$ cat config.mk
export PLATFORM = sky130hd
export DESIGN_NAME = i2c_master_read_sequencer
export DESIGN_NICKNAME = d
export VERILOG_FILES = /design/src/rtl/i2c_defs_pkg.sv /design/src/rtl/i2c_rx_shift8.sv /design/src/rtl/i2c_master_read_sequencer.sv
export SDC_FILE = /design/constraint.sdc
export NUM_CORES = 1
export LEC_CHECK = 0
export ABC_AREA = 1
export CAP_MARGIN = 15
export CORE_UTILIZATION = 44
export DETAILED_ROUTE_END_ITERATION = 7
export GPL_TIMING_DRIVEN = 0
export MAX_ROUTING_LAYER = met4
export PLACE_DENSITY = 0.67
export SLEW_MARGIN = 20
export SYNTH_ARGS = -nofsm -noshare
export SYNTH_HDL_FRONTEND = slang
export SYNTH_SLANG_ARGS = --single-unit
$ cat constraint.sdc
create_clock -name clock -period 3 [get_ports clock]
set_input_delay 0.3 -clock clock [delete_from_list [all_inputs] [get_ports clock]]
set_output_delay 0.3 -clock clock [all_outputs]
set_load 0.01 [all_outputs]
$ cat src/rtl/i2c_defs_pkg.sv
// Shared I2C read-sequencer definitions: state encodings, R/W and ACK bit constants.
package i2c_defs_pkg;

  typedef enum logic [2:0] {
    ST_IDLE     = 3'd0,
    ST_START    = 3'd1,
    ST_ADDR     = 3'd2,
    ST_ADDR_ACK = 3'd3,
    ST_READ     = 3'd4,
    ST_MACK     = 3'd5,
    ST_STOP     = 3'd6,
    ST_FIN      = 3'd7
  } seq_state_e;

  localparam logic RW_READ  = 1'b1;
  localparam logic ACK_BIT  = 1'b0;
  localparam logic NACK_BIT = 1'b1;

  // Address byte as it goes on the wire for a read.
  function automatic logic [7:0] addr_byte(input logic [6:0] addr);
    return {addr, RW_READ};
  endfunction

endpackage

$ cat src/rtl/i2c_rx_shift8.sv
// 8-bit MSB-first receive shifter; data_c is the value including any bit loaded this cycle.
module i2c_rx_shift8 (
  input  logic       clock,
  input  logic       reset_n,
  input  logic       clear_i,
  input  logic       load_i,
  input  logic       bit_i,
  output logic [7:0] data_c
);

  logic [7:0] data_q;
  logic [7:0] base_c;

  // Clear takes priority so a new byte always starts from zero.
  always_comb begin
    base_c = clear_i ? 8'h00 : data_q;
    data_c = load_i ? {base_c[6:0], bit_i} : base_c;
  end

  always_ff @(posedge clock or negedge reset_n) begin
    if (!reset_n) begin
      data_q <= 8'h00;
    end else begin
      data_q <= data_c;
    end
  end

endmodule

$ cat src/rtl/i2c_master_read_sequencer.sv
// I2C master read transaction sequencer: START, address+R, ACK check, N bytes with ACK/NACK, STOP.
// Optional per-phase watchdog enabled by defining I2C_SEQ_TIMEOUT_EN.
module i2c_master_read_sequencer
  import i2c_defs_pkg::*;
#(
  parameter int unsigned LEN_W = 8
`ifdef I2C_SEQ_TIMEOUT_EN
  , parameter int unsigned TIMEOUT_CYCLES = 65535
`endif
) (
  input  logic             clock,
  input  logic             reset_n,
  input  logic             cmd_valid,
  output logic             cmd_ready,
  input  logic [6:0]       cmd_addr,
  input  logic [LEN_W-1:0] cmd_len,
  output logic [7:0]       rx_data,
  output logic             rx_valid,
  output logic             done,
  output logic             nack,
  output logic             error,
  output logic             busy,
  output logic             start_go,
  input  logic             start_finish,
  output logic             wr_go,
  output logic [7:0]       wr_data,
  input  logic             wr_finish,
  input  logic             wr_error,
  output logic             ack_rd_go,
  input  logic             ack_rd_finish,
  input  logic             ack_rd_value,
  output logic             rd_go,
  input  logic             rd_bit,
  input  logic             rd_load,
  input  logic             rd_finish,
  input  logic             rd_error,
  output logic             ack_wr_go,
  output logic             ack_wr_value,
  input  logic             ack_wr_finish,
  output logic             stop_go,
  input  logic             stop_finish
);

  seq_state_e       state_q;
  logic [6:0]       addr_q;
  logic [LEN_W-1:0] len_q;
  logic [LEN_W-1:0] remaining_q;
  logic [7:0]       shift_c;
  logic             timeout_c;

  // Shifter only accepts bits inside READ and is held at zero everywhere else.
  i2c_rx_shift8 u_rx_shift8 (
    .clock   (clock),
    .reset_n (reset_n),
    .clear_i (state_q != ST_READ),
    .load_i  ((state_q == ST_READ) && rd_load),
    .bit_i   (rd_bit),
    .data_c  (shift_c)
  );

`ifdef I2C_SEQ_TIMEOUT_EN
  localparam int unsigned TO_W = $clog2(TIMEOUT_CYCLES + 1);

  seq_state_e      seen_q;
  logic [TO_W-1:0] phase_q;
  logic [TO_W-1:0] dwell_c;
  logic            holding_go_c;

  // Dwell count restarts whenever the state differs from the previous cycle.
  always_ff @(posedge clock or negedge reset_n) begin
    if (!reset_n) begin
      seen_q  <= ST_IDLE;
      phase_q <= '0;
    end else begin
      seen_q  <= state_q;
      phase_q <= (state_q != seen_q) ? TO_W'(1) : phase_q + TO_W'(1);
    end
  end

  assign dwell_c      = (state_q != seen_q) ? '0 : phase_q;
  assign holding_go_c = (state_q != ST_IDLE) && (state_q != ST_FIN);
  assign timeout_c    = holding_go_c && (dwell_c == TO_W'(TIMEOUT_CYCLES - 1));
`else
  assign timeout_c = 1'b0;
`endif

  always_ff @(posedge clock or negedge reset_n) begin
    if (!reset_n) begin
      state_q      <= ST_IDLE;
      addr_q       <= '0;
      len_q        <= '0;
      remaining_q  <= '0;
      cmd_ready    <= 1'b1;
      busy         <= 1'b0;
      rx_data      <= 8'h00;
      rx_valid     <= 1'b0;
      done         <= 1'b0;
      nack         <= 1'b0;
      error        <= 1'b0;
      start_go     <= 1'b0;
      wr_go        <= 1'b0;
      wr_data      <= 8'h00;
      ack_rd_go    <= 1'b0;
      rd_go        <= 1'b0;
      ack_wr_go    <= 1'b0;
      ack_wr_value <= ACK_BIT;
      stop_go      <= 1'b0;
    end else begin
      rx_valid <= 1'b0;
      done     <= 1'b0;
      case (state_q)
        ST_IDLE: begin
          if (cmd_valid) begin
            addr_q    <= cmd_addr;
            len_q     <= cmd_len;
            nack      <= 1'b0;
            error     <= 1'b0;
            cmd_ready <= 1'b0;
            busy      <= 1'b1;
            start_go  <= 1'b1;
            state_q   <= ST_START;
          end
        end
        ST_START: begin
          if (start_finish) begin
            start_go <= 1'b0;
            wr_data  <= addr_byte(addr_q);
            wr_go    <= 1'b1;
            state_q  <= ST_ADDR;
          end else if (timeout_c) begin
            start_go <= 1'b0;
            error    <= 1'b1;
            stop_go  <= 1'b1;
            state_q  <= ST_STOP;
          end
        end
        ST_ADDR: begin
          if (wr_error || timeout_c) begin
            wr_go   <= 1'b0;
            error   <= 1'b1;
            stop_go <= 1'b1;
            state_q <= ST_STOP;
          end else if (wr_finish) begin
            wr_go     <= 1'b0;
            ack_rd_go <= 1'b1;
            state_q   <= ST_ADDR_ACK;
          end
        end
        ST_ADDR_ACK: begin
          if (ack_rd_finish) begin
            ack_rd_go <= 1'b0;
            if (ack_rd_value == NACK_BIT) begin
              nack    <= 1'b1;
              stop_go <= 1'b1;
              state_q <= ST_STOP;
            end else if (len_q == '0) begin
              stop_go <= 1'b1;
              state_q <= ST_STOP;
            end else begin
              remaining_q <= len_q;
              rd_go       <= 1'b1;
              state_q     <= ST_READ;
            end
          end else if (timeout_c) begin
            ack_rd_go <= 1'b0;
            error     <= 1'b1;
            stop_go   <= 1'b1;
            state_q   <= ST_STOP;
          end
        end
        ST_READ: begin
          if (rd_error || timeout_c) begin
            rd_go   <= 1'b0;
            error   <= 1'b1;
            stop_go <= 1'b1;
            state_q <= ST_STOP;
          end else if (rd_finish) begin
            // Final byte (remaining about to reach zero) is answered with NACK.
            rd_go        <= 1'b0;
            rx_data      <= shift_c;
            rx_valid     <= 1'b1;
            remaining_q  <= remaining_q - LEN_W'(1);
            ack_wr_value <= (remaining_q == LEN_W'(1)) ? NACK_BIT : ACK_BIT;
            ack_wr_go    <= 1'b1;
            state_q      <= ST_MACK;
          end
        end
        ST_MACK: begin
          if (ack_wr_finish) begin
            ack_wr_go <= 1'b0;
            if (remaining_q != '0) begin
              rd_go   <= 1'b1;
              state_q <= ST_READ;
            end else begin
              stop_go <= 1'b1;
              state_q <= ST_STOP;
            end
          end else if (timeout_c) begin
            ack_wr_go <= 1'b0;
            error     <= 1'b1;
            stop_go   <= 1'b1;
            state_q   <= ST_STOP;
          end
        end
        ST_STOP: begin
          if (stop_finish) begin
            stop_go <= 1'b0;
            state_q <= ST_FIN;
          end else if (timeout_c) begin
            stop_go <= 1'b0;
            error   <= 1'b1;
            state_q <= ST_FIN;
          end
        end
        ST_FIN: begin
          done      <= 1'b1;
          busy      <= 1'b0;
          cmd_ready <= 1'b1;
          state_q   <= ST_IDLE;
        end
        default: begin
          state_q <= ST_IDLE;
        end
      endcase
    end
  end

endmodule
After elaboration in Yosys (flattened, before gate mapping)
Index checks and enable logic that the tools add are counted.
Storage, ports and cells
  input bits: 29
  output and inout bits: 29
  register bits: 63
Operators by class
  muxes and demuxes: 65
  reductions and logical operators: 28
  bitwise operators: 1
  eq/ne operators: 28
  add/subtract/negate cells: 1
Operators by type and width (number)
  $mux 8: 7
  $mux 1: 34
  $ne 2x2->1 const B: 16
  $mux 3: 9
  $pmux 3 s8: 1
  $pmux 8 s2: 1
  $reduce_and 4->1: 4
  $pmux 1 s2: 7
  $reduce_and 7->1: 2
  $reduce_bool 2->1: 7
  $eq 3x3->1 const B: 4
  $ne 3x3->1 const B: 4
  $reduce_and 3->1: 3
  $eq 8x1->1 const B: 1
  $logic_not 8->1: 1
  $reduce_and 8->1: 1
  $reduce_bool 8->1: 1
  $sub 8x1->8 const B: 1
  $eq 3x2->1 const B: 2
  $mux 2: 3
  $pmux 1 s3: 2
  $reduce_and 2->1: 3
  $reduce_and 6->1: 1
  $reduce_bool 3->1: 2
  6 further kinds: 6

Longest topological paths before layout
  word-level depth: 5
  mapped depth: 11

Cells and area by module
Synthesis repeated with hierarchy kept, for this count alone.
Unflattened totals
  cell total of the unflattened synthesis: 408
  area total of the unflattened synthesis: 3241.9 um^2
Modules (own cells, without submodules)
  i2c_master_read_sequencer: area an instance 2900.3 um^2, cells each 371, times used 1
  i2c_rx_shift8: area an instance 341.6 um^2, cells each 37, times used 1

Worst setup path after synthesis
Ideal clock, no wire load.
  path kind: register to register
  start: register state_q[0]
  end: register len_q[4]
  buffers on the path: 2
  required time: 2.884 ns
  stages on the path, launching flop included: 9
  clock period less this slack: 1.363 ns
  slack: 1.637 ns
  arrival: 1.247 ns
  setup time: 0.116 ns
  cells stage by stage: dfrtp_1 > buf_6 > nor3_2 > inv_2 > nor2_4 > inv_2 > buf_2 > nand2_1 > nand2_1
On the way
  word-level cells in the longest chain between the ends: 2
RTL lines
  start: declaration: line i2c_master_read_sequencer.sv:44  | seq_state_e state_q;
  start signal: assignment: line i2c_master_read_sequencer.sv:89  | state_q <= ST_IDLE;
  start signal: assignment: line i2c_master_read_sequencer.sv:121  | state_q <= ST_START;
  start signal: assignment: line i2c_master_read_sequencer.sv:129  | state_q <= ST_ADDR;
  $logic_not 3->1: line i2c_master_read_sequencer.sv:111  | case (state_q)
  $reduce_and 2->1 (no source line)
  end signal: assignment: line i2c_master_read_sequencer.sv:115  | len_q <= cmd_len;
  end: declaration: line i2c_master_read_sequencer.sv:46  | logic [LEN_W-1:0] len_q;
Every way passes these cells.
A chain may end at the register's enable or synchronous reset.

Final worst setup path
  start: register cmd_ready
  end: output cmd_ready
RTL lines
  start: declaration: line i2c_master_read_sequencer.sv:14  | output logic cmd_ready,
  start signal: assignment: line i2c_master_read_sequencer.sv:93  | cmd_ready <= 1'b1;
  start signal: assignment: line i2c_master_read_sequencer.sv:118  | cmd_ready <= 1'b0;
  start signal: assignment: line i2c_master_read_sequencer.sv:218  | cmd_ready <= 1'b1;
No word-level cell between the ends.

==> results.json <==
{
  "peakVddDrop_v": 0.0004408,
  "min_path_type": "in -> async",
  "netSwitchingFraction": 0.4133,
  "clockPowerShare": 0.173,
  "end_kind": "output port",
  "crit_path_top_delay_cell": "clkdlybuf4s50_1",
  "syn2layout_area_growth_pct": 28.10,
  "avgSynthCellArea_um2": 8.031,
  "dieWidth_um": 85.50,
  "syn_nets": 413,
  "place_inst": 519,
  "num-nets-final": 482,
  "grt_usage": 0.2145,
  "clock_tree.buffer_depth": 2,
  "dr.pass1.iters": 4,
  "dr_total_vias": 2619,
  "path_buf_inv": 1,
  "grt_overflow_total": 0,
  "grt_pass1_wl_um": 11750,
  "grt_pass1_vias": 2554,
  "synth.area.top_cells": "dfrtp_1, nand2_1, nor2_1, o21ai_0, inv_1",
  "synth_warnings": 0,
  "root_buffer": "clkbuf_8",
  "cts_buffers": 9,
  "slew_viol_final": 0,
  "clk_latency_ns": 0.34,
  "worstMarginPinSlew_ns": 0.5697,
  "clock.fmax_mhz": 589.3,
  "synthCells": 382,
  "yosysTopAreaCellShare": 0.5057,
  "synth_cell_types": 33,
  "status": "finished clean",
  "setup_viol": 0,
  "antenna_found_initial": 0,
  "intPower_w": 0.002182,
  "cts_tree": "built",
  "synth_area_mm2": 0.003068,
  "clkTransAtPathRegs_ns": 0.08,
  "cpPeakStageDelay_ns": 0.54,
  "rsz0062_at_grt": "no",
  "skew_ns": 0.01057,
  "cts_resized": 0,
  "htree_levels": 3,
  "drt-total-wl_um": 6754,
  "antenna_cells": 0,
  "post-route-period-util": 0.5656,
  "crit_fanout": 2,
  "crit_type": "reg -> out",
  "power_density_mw_per_mm2": 946.2,
  "die_h_um": 85.50,
  "coreArea_mm2": 0.006756,
  "seq_area_frac_synth": 0.5143,
  "dieArea_mm2": 0.007310,
  "place_congestion": 0.9345,
  "crit_chain": "clkdlybuf4s50_1",
  "nFillCells": 652,
  "switching_power_w": 0.001537,
  "ys_ff_latch": 63,
  "p_seq_frac": 0.363,
  "viasPerCell": 4.886,
  "p_comb_frac": 0.464,
  "drtAntennaViolNets": 0,
  "finalHoldViolations": 0,
  "grt_max_degree": 40,
  "port_buffers": 56,
  "cp.required_ns": 2.70,
  "initial_core_util": 0.4541,
  "route.detailed.wl_per_inst_um": 12.60,
  "hpwl_um": 4987,
  "crit_family": "buffers and inverters",
  "maxCapViolations": 0,
  "power_leakage_nw": 1.936,
  "worst_setup_path_start_kind": "flop",
  "ff_latch_area_mm2": 0.001578,
  "drive_above_1_share": 0.1162,
  "critPathArrivalTime_ns": 1.40,
  "rows": 30,
  "pin_count": 58,
  "numClockSinks": 63,
  "min_period_ns": 1.697,
  "first_iter_violations": 156,
  "relSlewSlack": 0.6202,
  "instances_no_fill": 536,
  "yosysTopAreaCell": "dfrtp_1",
  "multiInputGateArea_mm2": 0.001289,
  "drc": 0,
  "whs_ns": 0.4156
}
-- synthesized netlist by cell type --
master      n
a21oi_1     4
buf_2       5
nor2_2      3
inv_1      25
o31ai_1     1
inv_2       9
nand4_1     5
o21a_1      1
buf_1       1
nand3b_1    1
nor3_2      1
xor2_1      2
nor2_1     40
nand3_1    16
nand3_2     2
nor2_4      5
nand2_1   139
o22ai_1     1
nand3_4     1
dfstp_2     1
nor3_1      3
dfrtp_1    62
or2_2       1
o21ai_0    19
nand2_2     2
buf_4       1
a31oi_1     1
clkbuf_1    1
buf_6       3
mux2i_1     6
ha_1        2
nand2_4     1
o21ai_1    17
-- worst paths after layout --
| check | to | cells after the start | from | slack (ns) |
|---|---|---|---|---|
| max | cmd_ready | 1 | cmd_ready$_DFFE_PN1P_ | 1.30 |
| max in group asynchronous | wr_data[2]$_DFFE_PN0P_ | 3 | reset_n | 2.08 |
| max reg2reg | stop_go$_DFFE_PN0P_ | 8 | remaining_q[0]$_DFFE_PN0P_ | 1.38 |
| min in group clock | addr_q[6]$_DFFE_PN0P_ | 2 | addr_q[6]$_DFFE_PN0P_ | 0.47 |
| min reg2reg | addr_q[6]$_DFFE_PN0P_ | 2 | addr_q[6]$_DFFE_PN0P_ | 0.47 |
| min | ack_rd_go$_DFFE_PN0P_ | 2 | reset_n | 0.42 |
-- stage by stage --
| step | setup slack (ns) | util | TNS [ns] | cell area, um^2 | total power, W |
|---|---|---|---|---|---|
| 3_5_place_dp | 1.209 | 0.5544 | 0 | 3746 | 0.003086 |
| 6_report | 1.303 | 0.5817 | 0 | 3930 | 0.003719 |
| 3_3_place_gp | -0.4908 | 0.5519 | -30.28 | 3729 | 0.003054 |
| 4_1_cts | 1.286 | 0.5817 | 0 | 3930 | 0.003743 |
| 5_1_grt | 1.182 | 0.5817 | 0 | 3930 | 0.004057 |
| 2_1_floorplan | 1.637 | - | 0 | 3068 | 0.002486 |
-- power by group through the flow --
| stage | Combinational, W | Sequential, W | Clock [W] |
|---|---|---|---|
| finish | 0.00172 | 0.00135 | 0.000644 |
| global route | 0.00197 | 0.00139 | 0.000699 |
| CTS | 0.00173 | 0.00135 | 0.000663 |
| detailed placement | 0.00172 | 0.00136 | 0 |
| global placement | 0.00169 | 0.00136 | 0 |
| floorplan | 0.00109 | 0.00139 | 0 |
-- layout by cell type, fill, tap and decap left out, types with 4 or more instances in the layout --
master           count
nand2_1            139
dfrtp_1             62
clkdlybuf4s50_1     55
nor2_1              40
inv_1               25
o21ai_0             19
o21ai_1             17
nand3_1             16
inv_2                9
clkbuf_8             9
mux2i_1              6
nor2_4               5
nand4_1              5
buf_2                5
a21oi_1              4
-- registers in the layout, summed over array words and instances, names as in the netlist --
register	count
done	1
busy	1
wr_data	8
ack_wr_go	1
cmd_ready	1
stop_go	1
remaining_q	8
nack	1
state_q	3
u_rx_shift8.data_q	8
ack_rd_go	1
rx_valid	1
len_q	8
error	1
rx_data	8
ack_wr_value	1
start_go	1
wr_go	1
rd_go	1
addr_q	7
-- metal layers --
layer / track usage / wire length (um)
met5: - / 0
met4: 0.1212 / 157
met3: 0.04139 / 273
met2: 0.3062 / 3048
met1: 0.2872 / 3274
-- final cells by class --
type | instances | share of cell area
inverter | 34 | 0.03247
clock inverter | 7 | 0.01273
tap | 80 | 0.02547
clock buffer | 9 | 0.03152
sequential | 63 | 0.4015
timing repair buffer | 58 | 0.1496
multi-input combinational | 274 | 0.3279
buffer | 11 | 0.01878
-- kinds of logic (layout without fill, tap and decap cells) --
kind of cell,Yosys count,after routing,share of synthesized area
AND/OR/NAND/NOR,220,220,0.3124
flip-flops,63,63,0.5143
buffers and inverters,45,119,0.06566
AO/OA/AOI/OAI,44,44,0.07423
multiplexers,6,6,0.01958
adder cells (fa/ha/maj),2,2,0.008155
XOR/XNOR,2,2,0.005711
-- timing repair --
action | 4_1_cts | 5_1_grt
hold buffers | 1 | 0
buffers inserted | 0 | 0
endpoints found under the hold margin | 23 | 0
No activity file was read; power rests on OpenSTA's default activity.
